<file path="config.mk">
export PLATFORM = sky130hd
export DESIGN_NAME = muldiv_unit
export DESIGN_NICKNAME = d
export VERILOG_FILES = /design/src/rtl/muldiv_unit_pkg.sv /design/src/rtl/muldiv_unit.sv
export SDC_FILE = /design/constraint.sdc
export NUM_CORES = 1
export LEC_CHECK = 0
export BUFFER_PORTS_ARGS = -buffer_cell sky130_fd_sc_hd__buf_2
export CAP_MARGIN = 20
export CORE_UTILIZATION = 46
export CTS_BUF_LIST = sky130_fd_sc_hd__clkbuf_16
export CTS_CLUSTER_SIZE = 28
export DETAILED_ROUTE_END_ITERATION = 10
export PLACE_DENSITY_LB_ADDON = 0.08
export SLEW_MARGIN = 15
export SYNTH_ARGS = -nofsm -noshare
export SYNTH_HDL_FRONTEND = slang
export SYNTH_SLANG_ARGS = --single-unit
</file>
<file path="constraint.sdc">
create_clock -name clk -period 5.7 [get_ports clk]
set_input_delay 0.57 -clock clk [delete_from_list [all_inputs] [get_ports clk]]
set_output_delay 0.57 -clock clk [all_outputs]
set_load 0.03 [all_outputs]
</file>
<file path="src/rtl/muldiv_unit_pkg.sv">
// Shared definitions for the RV32M multiply/divide unit: op encodings, FSM states, sizes.
package muldiv_unit_pkg;

   localparam int unsigned XLEN       = 32;
   localparam int unsigned ITER_COUNT = 32;
   localparam int unsigned CNT_W      = 6;
   localparam int unsigned RD_W       = 5;

   typedef enum logic [2:0] {
      MD_MUL    = 3'b000,
      MD_MULH   = 3'b001,
      MD_MULHSU = 3'b010,
      MD_MULHU  = 3'b011,
      MD_DIV    = 3'b100,
      MD_DIVU   = 3'b101,
      MD_REM    = 3'b110,
      MD_REMU   = 3'b111
   } md_op_e;

   typedef enum logic [1:0] {
      IDLE = 2'b00,
      RUN  = 2'b01,
      DONE = 2'b10
   } md_state_e;

endpackage

</file>
<file path="src/rtl/muldiv_unit.sv">
// Iterative RV32M multiply/divide: 32-cycle shift-add multiply and restoring divide on
// magnitudes, sign applied at the end; divide-by-zero and overflow optionally short-circuited.
module muldiv_unit
   import muldiv_unit_pkg::*;
#(
   parameter bit SPECIAL_FAST = 1'b1
) (
   input  logic            clk,
   input  logic            rst,
   input  logic            MDstart,
   input  logic [2:0]      MDop,
   input  logic [XLEN-1:0] MDoperand1,
   input  logic [XLEN-1:0] MDoperand2,
   input  logic [RD_W-1:0] MDdestination_register,
   output logic            MDbusy,
   output logic            MDdone,
   output logic [XLEN-1:0] MDresult,
   output logic [RD_W-1:0] MDdestination_out
);

   md_state_e           state_q, state_d;
   logic [CNT_W-1:0]    cnt_q, cnt_d;
   logic [2*XLEN-1:0]   acc_q, acc_d;
   logic [XLEN-1:0]     opb_q, opb_d;
   md_op_e              op_q, op_d;
   logic                neg_q, neg_d;
   logic                special_q, special_d;
   logic [XLEN-1:0]     spec_res_q, spec_res_d;
   logic [XLEN-1:0]     result_q, result_d;
   logic [RD_W-1:0]     rd_q, rd_d;
   logic                busy_q, busy_d;
   logic                done_q, done_d;

   md_op_e              op_in;
   logic                is_div, a_signed, b_signed, a_neg, b_neg;
   logic [XLEN-1:0]     mag1, mag2;
   logic                div_zero, div_ovf, special_in, neg_in;
   logic [XLEN-1:0]     spec_res_in;
   logic [XLEN:0]       mul_sum;
   logic [2*XLEN-1:0]   mul_next;
   logic [XLEN:0]       div_tmp, div_diff;
   logic [2*XLEN-1:0]   div_next;

   // Apply the stored result sign to the magnitude datapath and select the requested half
   function automatic logic [XLEN-1:0] sign_fixup(input md_op_e op,
                                                  input logic [2*XLEN-1:0] acc,
                                                  input logic neg);
      logic [2*XLEN-1:0] prod;
      logic [XLEN-1:0]   quo, rem, res;
      prod = neg ? -acc : acc;
      quo  = neg ? -acc[XLEN-1:0] : acc[XLEN-1:0];
      rem  = neg ? -acc[2*XLEN-1:XLEN] : acc[2*XLEN-1:XLEN];
      unique case (op)
         MD_MUL:                        res = acc[XLEN-1:0];
         MD_MULH, MD_MULHSU, MD_MULHU:  res = prod[2*XLEN-1:XLEN];
         MD_DIV, MD_DIVU:               res = quo;
         default:                       res = rem;
      endcase
      return res;
   endfunction

   // Operand decode: signedness, magnitudes, special divide cases
   always_comb begin
      op_in    = md_op_e'(MDop);
      is_div   = MDop[2];
      a_signed = (op_in == MD_MULH) || (op_in == MD_MULHSU) ||
                 (op_in == MD_DIV)  || (op_in == MD_REM);
      b_signed = (op_in == MD_MULH) || (op_in == MD_DIV) || (op_in == MD_REM);
      a_neg    = a_signed && MDoperand1[XLEN-1];
      b_neg    = b_signed && MDoperand2[XLEN-1];
      mag1     = a_neg ? -MDoperand1 : MDoperand1;
      mag2     = b_neg ? -MDoperand2 : MDoperand2;

      unique case (op_in)
         MD_MULH, MD_MULHSU, MD_DIV: neg_in = a_neg ^ b_neg;
         MD_REM:                     neg_in = a_neg;
         default:                    neg_in = 1'b0;
      endcase

      div_zero   = is_div && (MDoperand2 == '0);
      div_ovf    = ((op_in == MD_DIV) || (op_in == MD_REM)) &&
                   (MDoperand1 == 32'h8000_0000) && (MDoperand2 == 32'hFFFF_FFFF);
      special_in = div_zero || div_ovf;
      if (div_zero) begin
         spec_res_in = MDop[1] ? MDoperand1 : 32'hFFFF_FFFF;
      end else begin
         spec_res_in = MDop[1] ? 32'h0000_0000 : 32'h8000_0000;
      end
   end

   // One iteration of each algorithm: acc holds {hi,lo} product or {remainder,quotient}
   always_comb begin
      mul_sum  = {1'b0, acc_q[2*XLEN-1:XLEN]} + (acc_q[0] ? {1'b0, opb_q} : '0);
      mul_next = {mul_sum, acc_q[XLEN-1:1]};

      div_tmp  = {acc_q[2*XLEN-1:XLEN], acc_q[XLEN-1]};
      div_diff = div_tmp - {1'b0, opb_q};
      if (!div_diff[XLEN]) begin
         div_next = {div_diff[XLEN-1:0], acc_q[XLEN-2:0], 1'b1};
      end else begin
         div_next = {div_tmp[XLEN-1:0], acc_q[XLEN-2:0], 1'b0};
      end
   end

   // Next-state and datapath control
   always_comb begin
      state_d    = state_q;
      cnt_d      = cnt_q;
      acc_d      = acc_q;
      opb_d      = opb_q;
      op_d       = op_q;
      neg_d      = neg_q;
      special_d  = special_q;
      spec_res_d = spec_res_q;
      result_d   = result_q;
      rd_d       = rd_q;

      unique case (state_q)
         IDLE: begin
            if (MDstart) begin
               op_d       = op_in;
               rd_d       = MDdestination_register;
               neg_d      = neg_in;
               special_d  = special_in;
               spec_res_d = spec_res_in;
               cnt_d      = '0;
               acc_d      = is_div ? {{XLEN{1'b0}}, mag1} : {{XLEN{1'b0}}, mag2};
               opb_d      = is_div ? mag2 : mag1;
               if (SPECIAL_FAST && special_in) begin
                  state_d  = DONE;
                  result_d = spec_res_in;
               end else begin
                  state_d  = RUN;
               end
            end
         end
         RUN: begin
            acc_d = op_q[2] ? div_next : mul_next;
            cnt_d = cnt_q + CNT_W'(1);
            if (cnt_q == CNT_W'(ITER_COUNT - 1)) begin
               state_d  = DONE;
               result_d = special_q ? spec_res_q : sign_fixup(op_q, acc_d, neg_q);
            end
         end
         DONE: begin
            state_d = IDLE;
         end
         default: begin
            state_d = IDLE;
         end
      endcase

      busy_d = (state_d != IDLE);
      done_d = (state_d == DONE);
   end

   always_ff @(posedge clk or posedge rst) begin
      if (rst) begin
         state_q    <= IDLE;
         cnt_q      <= '0;
         acc_q      <= '0;
         opb_q      <= '0;
         op_q       <= MD_MUL;
         neg_q      <= 1'b0;
         special_q  <= 1'b0;
         spec_res_q <= '0;
         result_q   <= '0;
         rd_q       <= '0;
         busy_q     <= 1'b0;
         done_q     <= 1'b0;
      end else begin
         state_q    <= state_d;
         cnt_q      <= cnt_d;
         acc_q      <= acc_d;
         opb_q      <= opb_d;
         op_q       <= op_d;
         neg_q      <= neg_d;
         special_q  <= special_d;
         spec_res_q <= spec_res_d;
         result_q   <= result_d;
         rd_q       <= rd_d;
         busy_q     <= busy_d;
         done_q     <= done_d;
      end
   end

   assign MDbusy            = busy_q;
   assign MDdone            = done_q;
   assign MDresult          = result_q;
   assign MDdestination_out = rd_q;

endmodule

</file>
==> results.ini <==
[outcome]
status = completed

[grt]
grt_max_degree = 116
grt_pass1_wl_mm = 121
antenna_found_initial = 4
grt_pass1_vias = 18140
track_usage_pct = 42.1
gr-total-overflow = 0

[synthesis]
ys_seq_area_share_pct = 25.3
yosys-top-cells-area = dfrtp_1, o21ai_0, nand2_1, a21oi_1, ha_1
synth_top_area_share_pct = 25.3
yosysUniqueCellTypes = 101
synth_area_um2 = 17800
synthArstFlopShare_pct = 100
synth_commonest_cells = nand2_1, o21ai_0, nor2_1
yosysWarnings = 0
synth-edff-count = 0
yosysMostFrequentCell = nand2_1
syn_nets = 2528
syn_avg_cell_area_um2 = 7.49
ys_seq_elements = 180
yosys.area.top_type = dfrtp_1
synth_ff_type = dfrtp_1
syn_inst = 2381

[detailed_routing]
vias = 19990
first_iter_violations = 2218
antenna_left = 0
post_drt_wl_per_cell_um = 27.6
drcViolationCount = 0
routed_wl_mm = 82.3
vias_per_cell = 6.71
dr.pass1.iters = 9

[critical_path]
endpoint_kind = register
critical_path_class = reg2reg
cp-start-kind = register
crit_arrival_ns = 5.75
cp.required_ns = 6.06
crit_fanout = 8

[timing]
maxSlewViolCount = 0
fin_crit_ns = 5.38
whs_ns = 0.114
maxSlewHeadroom_pct = 21.0
fmax_mhz = 186
skew_ns = 0.0158
tns_ns = 0
tightest_slew_ns = 1.17
hold_viol_final = 0
period_share_pct = 94.4
finalSetupViolations = 0
rsz0062_at_grt = no

[floorplanning]
ios = 114
num_rows = 71
fp.dieArea_um2 = 39500
die_h_um = 199
coreArea_um2 = 37900
start_util_pct = 47.0
die_width_um = 199

[layout]
fillers = 3863
area_delta_synth_final_pct = 11.0
drive_gt1_share_pct = 12.5
nets = 2600

[clocking]
cts.sinks = 180
clk_pin_slew_ns = 0.08
clockRootBuffer = clkbuf_16
cts-buffers-inserted = 17
cts_tree = done
cts_buffer_depth = 2
htree_levels = 4
clkLatencyLatePin_ns = 0.50

[place]
gp_congestion = 1.09
io_buffers = 113
hpwlAfterDp_mm = 64.4

[min_path]
hold_path_class = in2async

[flow_run]
cap_viol_max_count = 0

==> per-layer routing <==
metal	up-vias	GRT usage, %	part of all wire (%)
li1	8937	-	-
met1	9720	56.9	42
met2	1122	59.3	41
met3	207	14.3	11
met4	4	20.7	5.0
met5	-	0	0.035
==> timing repair <==
action / CTS / global route
resized for setup: 0 / 3
hold endpoints to repair: 0 / 0
setup buffers: 0 / 4
endpoints found under the setup margin: 0 / 6
hold buffers: 0 / 0
==> critical path, cell delays in order, from the launching register on <==
cell and delay (ns):
dfrtp_1 0.38, inv_1 0.08, ha_1 0.16, inv_1 0.05, fa_1 0.43, a211oi_2 0.28, o211a_1 0.25, o211ai_2 0.12
and3_1 0.21, o31ai_4 0.19, nor2_1 0.10, a21oi_2 0.14, ha_1 0.19, o21ai_0 0.11, nand2b_1 0.18, or2_2 0.33
or3_1 0.43, or2_2 0.39, nor2_1 0.11, nand4b_1 0.10, buf_4 0.18, o31ai_1 0.31, xor2_1 0.15, a221oi_2 0.28
o22ai_1 0.10
==> kinds of logic after synthesis <==
group | Yosys count | synth area share (%)
compound gates | 888 | 32.5
simple gates | 814 | 21.8
buf+inv | 231 | 5.29
flops | 180 | 25.3
xor+xnor | 153 | 7.52
fa+ha+maj | 72 | 5.14
mux | 43 | 2.54
==> flip-flops by register name, summed over array words and instances (netlist names) <==
signal	count
acc_q	64
MDresult	32
opb_q	32
spec_res_q	32
cnt_q	6
MDdestination_out	5
op_q	3
state_q	2
MDbusy	1
MDdone	1
neg_q	1
special_q	1
==> through the flow <==
step                      worst slack, ns  instances  util (%)  instance area [µm²]
after CTS                          0.0923       2971      52.0                19700
final                               0.317       2979      52.1                19800
after global routing               0.0175       2975      52.1                19800
after global placement              0.277       2941      50.4                19100
after detailed placement            0.109       2941      50.4                19100
after floorplan                     0.243       2381         -                17800
==> final timing paths <==
check                                          start              endpoint  slack, ns  depth (start not counted)
setup / recovery                           acc_q[31]          MDresult[26]       0.32                         24
hold / removal                                   rst             acc_q[37]       0.11                          2
setup reg to reg                           acc_q[31]          MDresult[26]       0.32                         24
hold reg to reg                 MDdestination_out[3]  MDdestination_out[3]       0.48                          2
max in group asynchronous                        rst  MDdestination_out[1]       4.24                          3
min in group clk           MDdestination_register[3]  MDdestination_out[3]       0.26                          3
==> placed cells by master (no fill, tap or decap), drive strengths merged, types with 42 or more instances in the layout <==
master,Yosys,layout
nand2,309,309
o21ai,292,292
buf,42,211
nor2,190,190
a21oi,184,184
dfrtp,180,180
xnor2,80,80
xor2,73,73
inv,69,72
ha,70,70
a31oi,54,54
nand3,50,50
nor3,47,47
and2,45,45
o31ai,42,42
==> layout make-up <==
cell class	count	area [µm²]	share of cell area, %
sequential	180	4510	22.8
tap	511	639	3.23
multi-input combinational	1970	12400	62.8
clock inverter	13	181	0.917
inverter	73	282	1.42
clock buffer	17	425	2.15
antenna	4	10.0	0.0506
timing repair buffer	211	1300	6.59
Power is not shown: default switching activity piles up to over one toggle a cycle in this logic, so the estimate is an artifact.
